--- src/rtl/best_hit_selector.sv ---
`timescale 1ns/1ps
// best_hit_selector
// Reduces each group of NUM_BLOCKS per-(pixel, block) intersection results to the
// single nearest visible hit (minimum t) and emits one record per pixel, one cycle
// after the group's last sample. A result is accepted every cycle; there is no
// backpressure, and valid_in gaps inside a group simply hold state.
// Optional build macro BEST_HIT_SEQ_CHECK_EN: a pixel change mid-group drops the
// partial group and restarts on the offending sample; pixel or block-index framing
// errors pulse seq_error_out one cycle later. Without it seq_error_out is tied low.
module best_hit_selector #(
    parameter int NUM_BLOCKS = 14,
    parameter int CNT_W      = 4
) (
    input  logic        clk_in,
    input  logic        rstn_in,
    input  logic [10:0] x_in,
    input  logic [9:0]  y_in,
    input  logic [31:0] ray_in_x,
    input  logic [31:0] ray_in_y,
    input  logic [31:0] ray_in_z,
    input  logic [3:0]  block_index_in,
    input  logic        intersect_in,
    input  logic [31:0] t_in,
    input  logic        valid_in,
    output logic [10:0] x_out,
    output logic [9:0]  y_out,
    output logic [31:0] ray_out_x,
    output logic [31:0] ray_out_y,
    output logic [31:0] ray_out_z,
    output logic        hit_out,
    output logic [3:0]  block_index_out,
    output logic [31:0] t_out,
    output logic        valid_out,
    output logic        seq_error_out
);

    localparam logic [31:0]      T_INF    = 32'h7F80_0000;
    localparam logic [CNT_W-1:0] CNT_LAST = CNT_W'(NUM_BLOCKS - 1);

    // group accumulation state
    logic [CNT_W-1:0] cnt_q, cnt_d;
    logic [10:0]      x_q, x_d;
    logic [9:0]       y_q, y_d;
    logic [31:0]      rx_q, rx_d;
    logic [31:0]      ry_q, ry_d;
    logic [31:0]      rz_q, rz_d;
    logic             best_hit_q, best_hit_d;
    logic [3:0]       best_idx_q, best_idx_d;
    logic [31:0]      best_t_q, best_t_d;

    // registered output record
    logic [10:0]      x_out_q;
    logic [9:0]       y_out_q;
    logic [31:0]      rx_out_q, ry_out_q, rz_out_q;
    logic             hit_out_q;
    logic [3:0]       idx_out_q;
    logic [31:0]      t_out_q;
    logic             valid_out_q;

    logic             t_is_nan;
    logic             cand;
    logic             pix_mismatch;
    logic [CNT_W-1:0] eff_cnt;
    logic             first;
    logic             last;
    logic             better;

    // A sample qualifies only if it hits with a non-negative, non-NaN distance;
    // that makes the unsigned compare on t[30:0] order-preserving.
    always_comb begin
        t_is_nan = (t_in[30:23] == 8'hFF) && (t_in[22:0] != 23'd0);
        cand     = intersect_in && !t_in[31] && !t_is_nan;
    end

`ifdef BEST_HIT_SEQ_CHECK_EN
    assign pix_mismatch = valid_in && (cnt_q != '0) && ((x_in != x_q) || (y_in != y_q));
`else
    assign pix_mismatch = 1'b0;
`endif

    // A pixel change restarts the group, so the offending sample acts as slot 0.
    assign eff_cnt = pix_mismatch ? '0 : cnt_q;
    assign first   = (eff_cnt == '0);
    assign last    = (eff_cnt == CNT_LAST);
    assign better  = cand && (!best_hit_q || (t_in[30:0] < best_t_q[30:0]));

    // Next-state for the running minimum; ties keep the earlier sample.
    always_comb begin
        cnt_d      = cnt_q;
        x_d        = x_q;
        y_d        = y_q;
        rx_d       = rx_q;
        ry_d       = ry_q;
        rz_d       = rz_q;
        best_hit_d = best_hit_q;
        best_idx_d = best_idx_q;
        best_t_d   = best_t_q;
        if (valid_in) begin
            if (first) begin
                x_d        = x_in;
                y_d        = y_in;
                rx_d       = ray_in_x;
                ry_d       = ray_in_y;
                rz_d       = ray_in_z;
                best_hit_d = cand;
                best_idx_d = block_index_in;
                best_t_d   = cand ? t_in : T_INF;
            end else if (better) begin
                best_hit_d = 1'b1;
                best_idx_d = block_index_in;
                best_t_d   = t_in;
            end
            cnt_d = last ? '0 : eff_cnt + 1'b1;
        end
    end

    // Group state registers; reset discards any partial group.
    always_ff @(posedge clk_in or negedge rstn_in) begin
        if (!rstn_in) begin
            cnt_q      <= '0;
            x_q        <= '0;
            y_q        <= '0;
            rx_q       <= '0;
            ry_q       <= '0;
            rz_q       <= '0;
            best_hit_q <= 1'b0;
            best_idx_q <= '0;
            best_t_q   <= '0;
        end else begin
            cnt_q      <= cnt_d;
            x_q        <= x_d;
            y_q        <= y_d;
            rx_q       <= rx_d;
            ry_q       <= ry_d;
            rz_q       <= rz_d;
            best_hit_q <= best_hit_d;
            best_idx_q <= best_idx_d;
            best_t_q   <= best_t_d;
        end
    end

    // Output record loads from the final best (including the last sample) and holds
    // until the next completed group; a miss reports index 0 and +inf.
    always_ff @(posedge clk_in or negedge rstn_in) begin
        if (!rstn_in) begin
            x_out_q     <= '0;
            y_out_q     <= '0;
            rx_out_q    <= '0;
            ry_out_q    <= '0;
            rz_out_q    <= '0;
            hit_out_q   <= 1'b0;
            idx_out_q   <= '0;
            t_out_q     <= '0;
            valid_out_q <= 1'b0;
        end else begin
            valid_out_q <= valid_in && last;
            if (valid_in && last) begin
                x_out_q   <= x_d;
                y_out_q   <= y_d;
                rx_out_q  <= rx_d;
                ry_out_q  <= ry_d;
                rz_out_q  <= rz_d;
                hit_out_q <= best_hit_d;
                idx_out_q <= best_hit_d ? best_idx_d : 4'd0;
                t_out_q   <= best_hit_d ? best_t_d : T_INF;
            end
        end
    end

`ifdef BEST_HIT_SEQ_CHECK_EN
    logic seq_err_q;

    // Framing error pulse: pixel change mid-group or block index out of sequence.
    always_ff @(posedge clk_in or negedge rstn_in) begin
        if (!rstn_in) begin
            seq_err_q <= 1'b0;
        end else begin
            seq_err_q <= valid_in &&
                         (pix_mismatch || (32'(block_index_in) != 32'(eff_cnt)));
        end
    end

    assign seq_error_out = seq_err_q;
`else
    assign seq_error_out = 1'b0;
`endif

    assign x_out           = x_out_q;
    assign y_out           = y_out_q;
    assign ray_out_x       = rx_out_q;
    assign ray_out_y       = ry_out_q;
    assign ray_out_z       = rz_out_q;
    assign hit_out         = hit_out_q;
    assign block_index_out = idx_out_q;
    assign t_out           = t_out_q;
    assign valid_out       = valid_out_q;

endmodule

--- config.mk ---
export PLATFORM = sky130hd
export DESIGN_NAME = best_hit_selector
export DESIGN_NICKNAME = d
export VERILOG_FILES = /design/src/rtl/best_hit_selector.sv
export SDC_FILE = /design/constraint.sdc
export NUM_CORES = 1
export LEC_CHECK = 0
export CAP_MARGIN = 20
export CORE_ASPECT_RATIO = 0.9
export CORE_MARGIN = 8
export CORE_UTILIZATION = 45
export DETAILED_ROUTE_END_ITERATION = 10
export PLACE_DENSITY = 0.88
export SETUP_SLACK_MARGIN = 0.15
export SKIP_CTS_REPAIR_TIMING = 1
export SLEW_MARGIN = 5
export SYNTH_ARGS = -nofsm -noshare
export SYNTH_HDL_FRONTEND = slang
export SYNTH_SLANG_ARGS = --single-unit
export TNS_END_PERCENT = 20
--- constraint.sdc ---
create_clock -name clk_in -period 2.71 [get_ports clk_in]
set_input_delay 0.542 -clock clk_in [delete_from_list [all_inputs] [get_ports clk_in]]
set_output_delay 0.542 -clock clk_in [all_outputs]
set_load 0.01 [all_outputs]
==> impl_metrics.csv <==
group,metric,value,unit
detailed_routing,wl_met3,3.64,mm
synthesis,ys_async_sr_fraction,100,%
critical_path,endpoint,"best_t_q[20]",
die,start_util,45.6,%
finish,final_common_cell,"dfrtp_1",
cts,clk_latency,570,ps
synthesis,synth-seq-area-share,61.8,%
min_path,hold_class,"input pin to async pin",
finish,final_cell_mix,"313 x dfrtp_1, 294 x clkdlybuf4s50_1, 238 x mux2_2",
job,cap_violations,0,
placed_design,port_buffers,311,
global_routing,antenna_found_initial,2,
finish,final_nets,1439,
cts,cts_tree,"yes",
power_and_ir_drop,power_frac_comb,34.6,%
power_and_ir_drop,peakVddDrop,0.834,mV
cts,cts_root_buffer,"clkbuf_16",
placed_design,post-dp-hpwl,24.3,mm
power_and_ir_drop,switching_power,5410,µW
sta,grt_setup_unrepaired,"yes",
detailed_routing,wl_per_cell,21.8,µm
die,core-area,27800,µm²
synthesis,yosysWarnings,0,
detailed_routing,drt-met1-wl,13.9,mm
synthesis,yosys_most_used_dff,"dfrtp_1",
cts,cts_made_buffers,31,
critical_path,start_kind,"input pin",
detailed_routing,wirelength,35.7,mm
power_and_ir_drop,internal_power,13100,µW
critical_path,reg2reg_from,"best_t_q[24]",
finish,antenna_cells,0,
detailed_routing,vias,8821,
power_and_ir_drop,switching_share,29.3,%
cts,cts_sinks,313,
power_and_ir_drop,power.density,1010,nW/µm²
detailed_routing,dr.pass1.iters,5,
power_and_ir_drop,power,18500,µW
detailed_routing,routed.top_layer,"met5",
synthesis,syn-cell-area,12700,µm²
critical_path,reg2reg_slack,40,ps
sta,slew_headroom,54.1,%
sta,finalCritPeriodShare,103,%
sta,setup_viol,60,
die,pin_count,313,
detailed_routing,drtIter0Drc,442,
cts,clk_pin_slew_worst_paths,70,ps
detailed_routing,viasPerCell,5.39,
die,rows,58,
synthesis,syn-num-nets,1062,
die,die_h,175,µm
finish,syn2layout_area_growth,43.8,%
sta,hold_violations,16,
sta,finalClockSkew,14.5,ps
cts,htreeDepth,1,
synthesis,synthDistinctLibCells,38,
synthesis,synth_area_per_cell,14.5,µm²
finish,drive_gt1_share,32.2,%
global_routing,overflow,0,
critical_path,critPathKind,"input pin to flop",
die,fp.dieW,193,µm
sta,fin_ws,-74.2,ps
placed_design,place.gp.congestion,0.836,
critical_path,r2r-end,"best_t_q[20]",
critical_path,cp.arrival,3240,ps
die,die_area,33800,µm²
sta,max_slew.worst_pin.slew,688,ps
critical_path,cp.required,3160,ps
sta,period_minus_slack,2780,ps
critical_path,critPathCaptureType,"flop",
global_routing,grt_pass1_vias,9347,
synthesis,ys_ff_latch,313,
critical_path,worstRegToRegCells,11,
status,failed_checks,"negative hold slack, negative setup slack",
synthesis,postSynthCellCount,875,
sta,whs,-18.0,ps
detailed_routing,drtAntennaViolNets,0,
critical_path,critical_path.max_fanout,6,
detailed_routing,wl_met2,17.1,mm
sta,fmax,0.359,GHz
cts,clockBufferDepth,3,
global_routing,grt_pass1_wl,53.1,mm
finish,utilization,65.6,%
global_routing,grt_max_degree,85,
global_routing,track_usage,19.7,%
status,status,"finished with violations",
sta,finalMaxSlewViolations,0,
power_and_ir_drop,leakagePower,0.00825,µW
detailed_routing,drc,0,
power_and_ir_drop,p_seq_share,40.0,%
power_and_ir_drop,pwr-share-clk,25.4,%
critical_path,critical_path.startpoint,"t_in[7]",
synthesis,synth_edf_count,0,
==> flip-flops by register name (all words and copies together), names as in the netlist <==
signal           cells
valid_out            1
rx_q                32
best_t_q            32
y_q                 10
ray_out_y           32
x_q                 11
rz_q                32
x_out               11
ray_out_z           32
best_hit_q           1
y_out               10
ray_out_x           32
best_idx_q           4
cnt_q                4
hit_out              1
block_index_out      4
ry_q                32
t_out               32
==> worst max-delay path, stage by stage <==
cell and delay (ps):
clkdlybuf4s50_1 460, nor4_2 330, nand4_1 250, o21ai_2 290, nand3_2 130, a2111o_1 500, and2_4 180, buf_4 160
buf_4 150, a22o_1 230
==> cell usage after synthesis (8+ instances only) <==
master      n  area (µm²)
nor2_1     17        63.8
nand2_1    19        71.3
buf_2      12        60.1
clkbuf_1   27         101
a22oi_1    12        90.1
a221o_1    24         240
inv_1      39         146
dfrtp_1   313        7830
o21ai_0    13        65.1
mux2_2    238        2680
a221oi_2    8         120
nand3_1    18        90.1
ha_1       30         375
a22o_1     24         210
a21oi_1    15        75.1
and2_1     26         163
==> power groups by stage <==
stage               Combinational (µW)  Clock (µW)  Sequential [µW]
finish                            6390        4700             7380
global route                      6880        4960             7580
CTS                               6140        4810             7370
floorplan                         3010           0             7500
global placement                  5830           0             7290
detailed placement                6080           0             7410
==> layout make-up <==
cell class,count,area [µm²]
clock buffer,45,898
clock inverter,12,229
fill,1893,9570
inverter,40,153
multi-input combinational,476,4660
sequential,313,7830
tap,360,450
timing repair buffer,390,4000
==> cell families (layout without fill, tap and decap cells) <==
kind of cell             Yosys count  count (layout)  share of synthesized area, %
AND/OR/NAND/NOR                  101             101                          4.11
buffers and inverters             86             487                          2.93
multiplexers                     238             238                          21.1
XOR/XNOR                           1               1                        0.0691
flip-flops                       313             313                          61.8
AO/OA/AOI/OAI                    105             105                          6.95
adder cells (fa/ha/maj)           30              30                          2.96
other                              1               1                        0.0296
==> routing by layer <==
layer  vias to the layer above  GRT usage, %
met5                         -             0
met4                         4          5.33
met3                        75          7.91
met2                       359          31.6
met1                      4472          24.2
li1                       3911             -
==> worst min-delay path by stage <==
| stage | startpoint | end |
|---|---|---|
| floorplan | rstn_in | best_hit_q |
| global placement | hit_out | hit_out |
| detailed placement | hit_out | hit_out |
| CTS | rstn_in | rz_q[19] |
| global route | rstn_in | ray_out_z[19] |
| finish | rstn_in | rz_q[19] |
==> per-stage QoR <==
step | std cells | setup TNS [ps] | worst slack (ps) | instance area [µm²]
final | 1636 | -2150 | -74.2 | 18200
after global routing | 1636 | -5260 | -130 | 18200
after floorplan | 875 | 0 | 63.7 | 12700
after CTS | 1625 | -4450 | -125 | 17900
after detailed placement | 1568 | -45110 | -712 | 16800
after global placement | 1568 | -40590 | -643 | 16800
(Power assumes the default switching activity.)
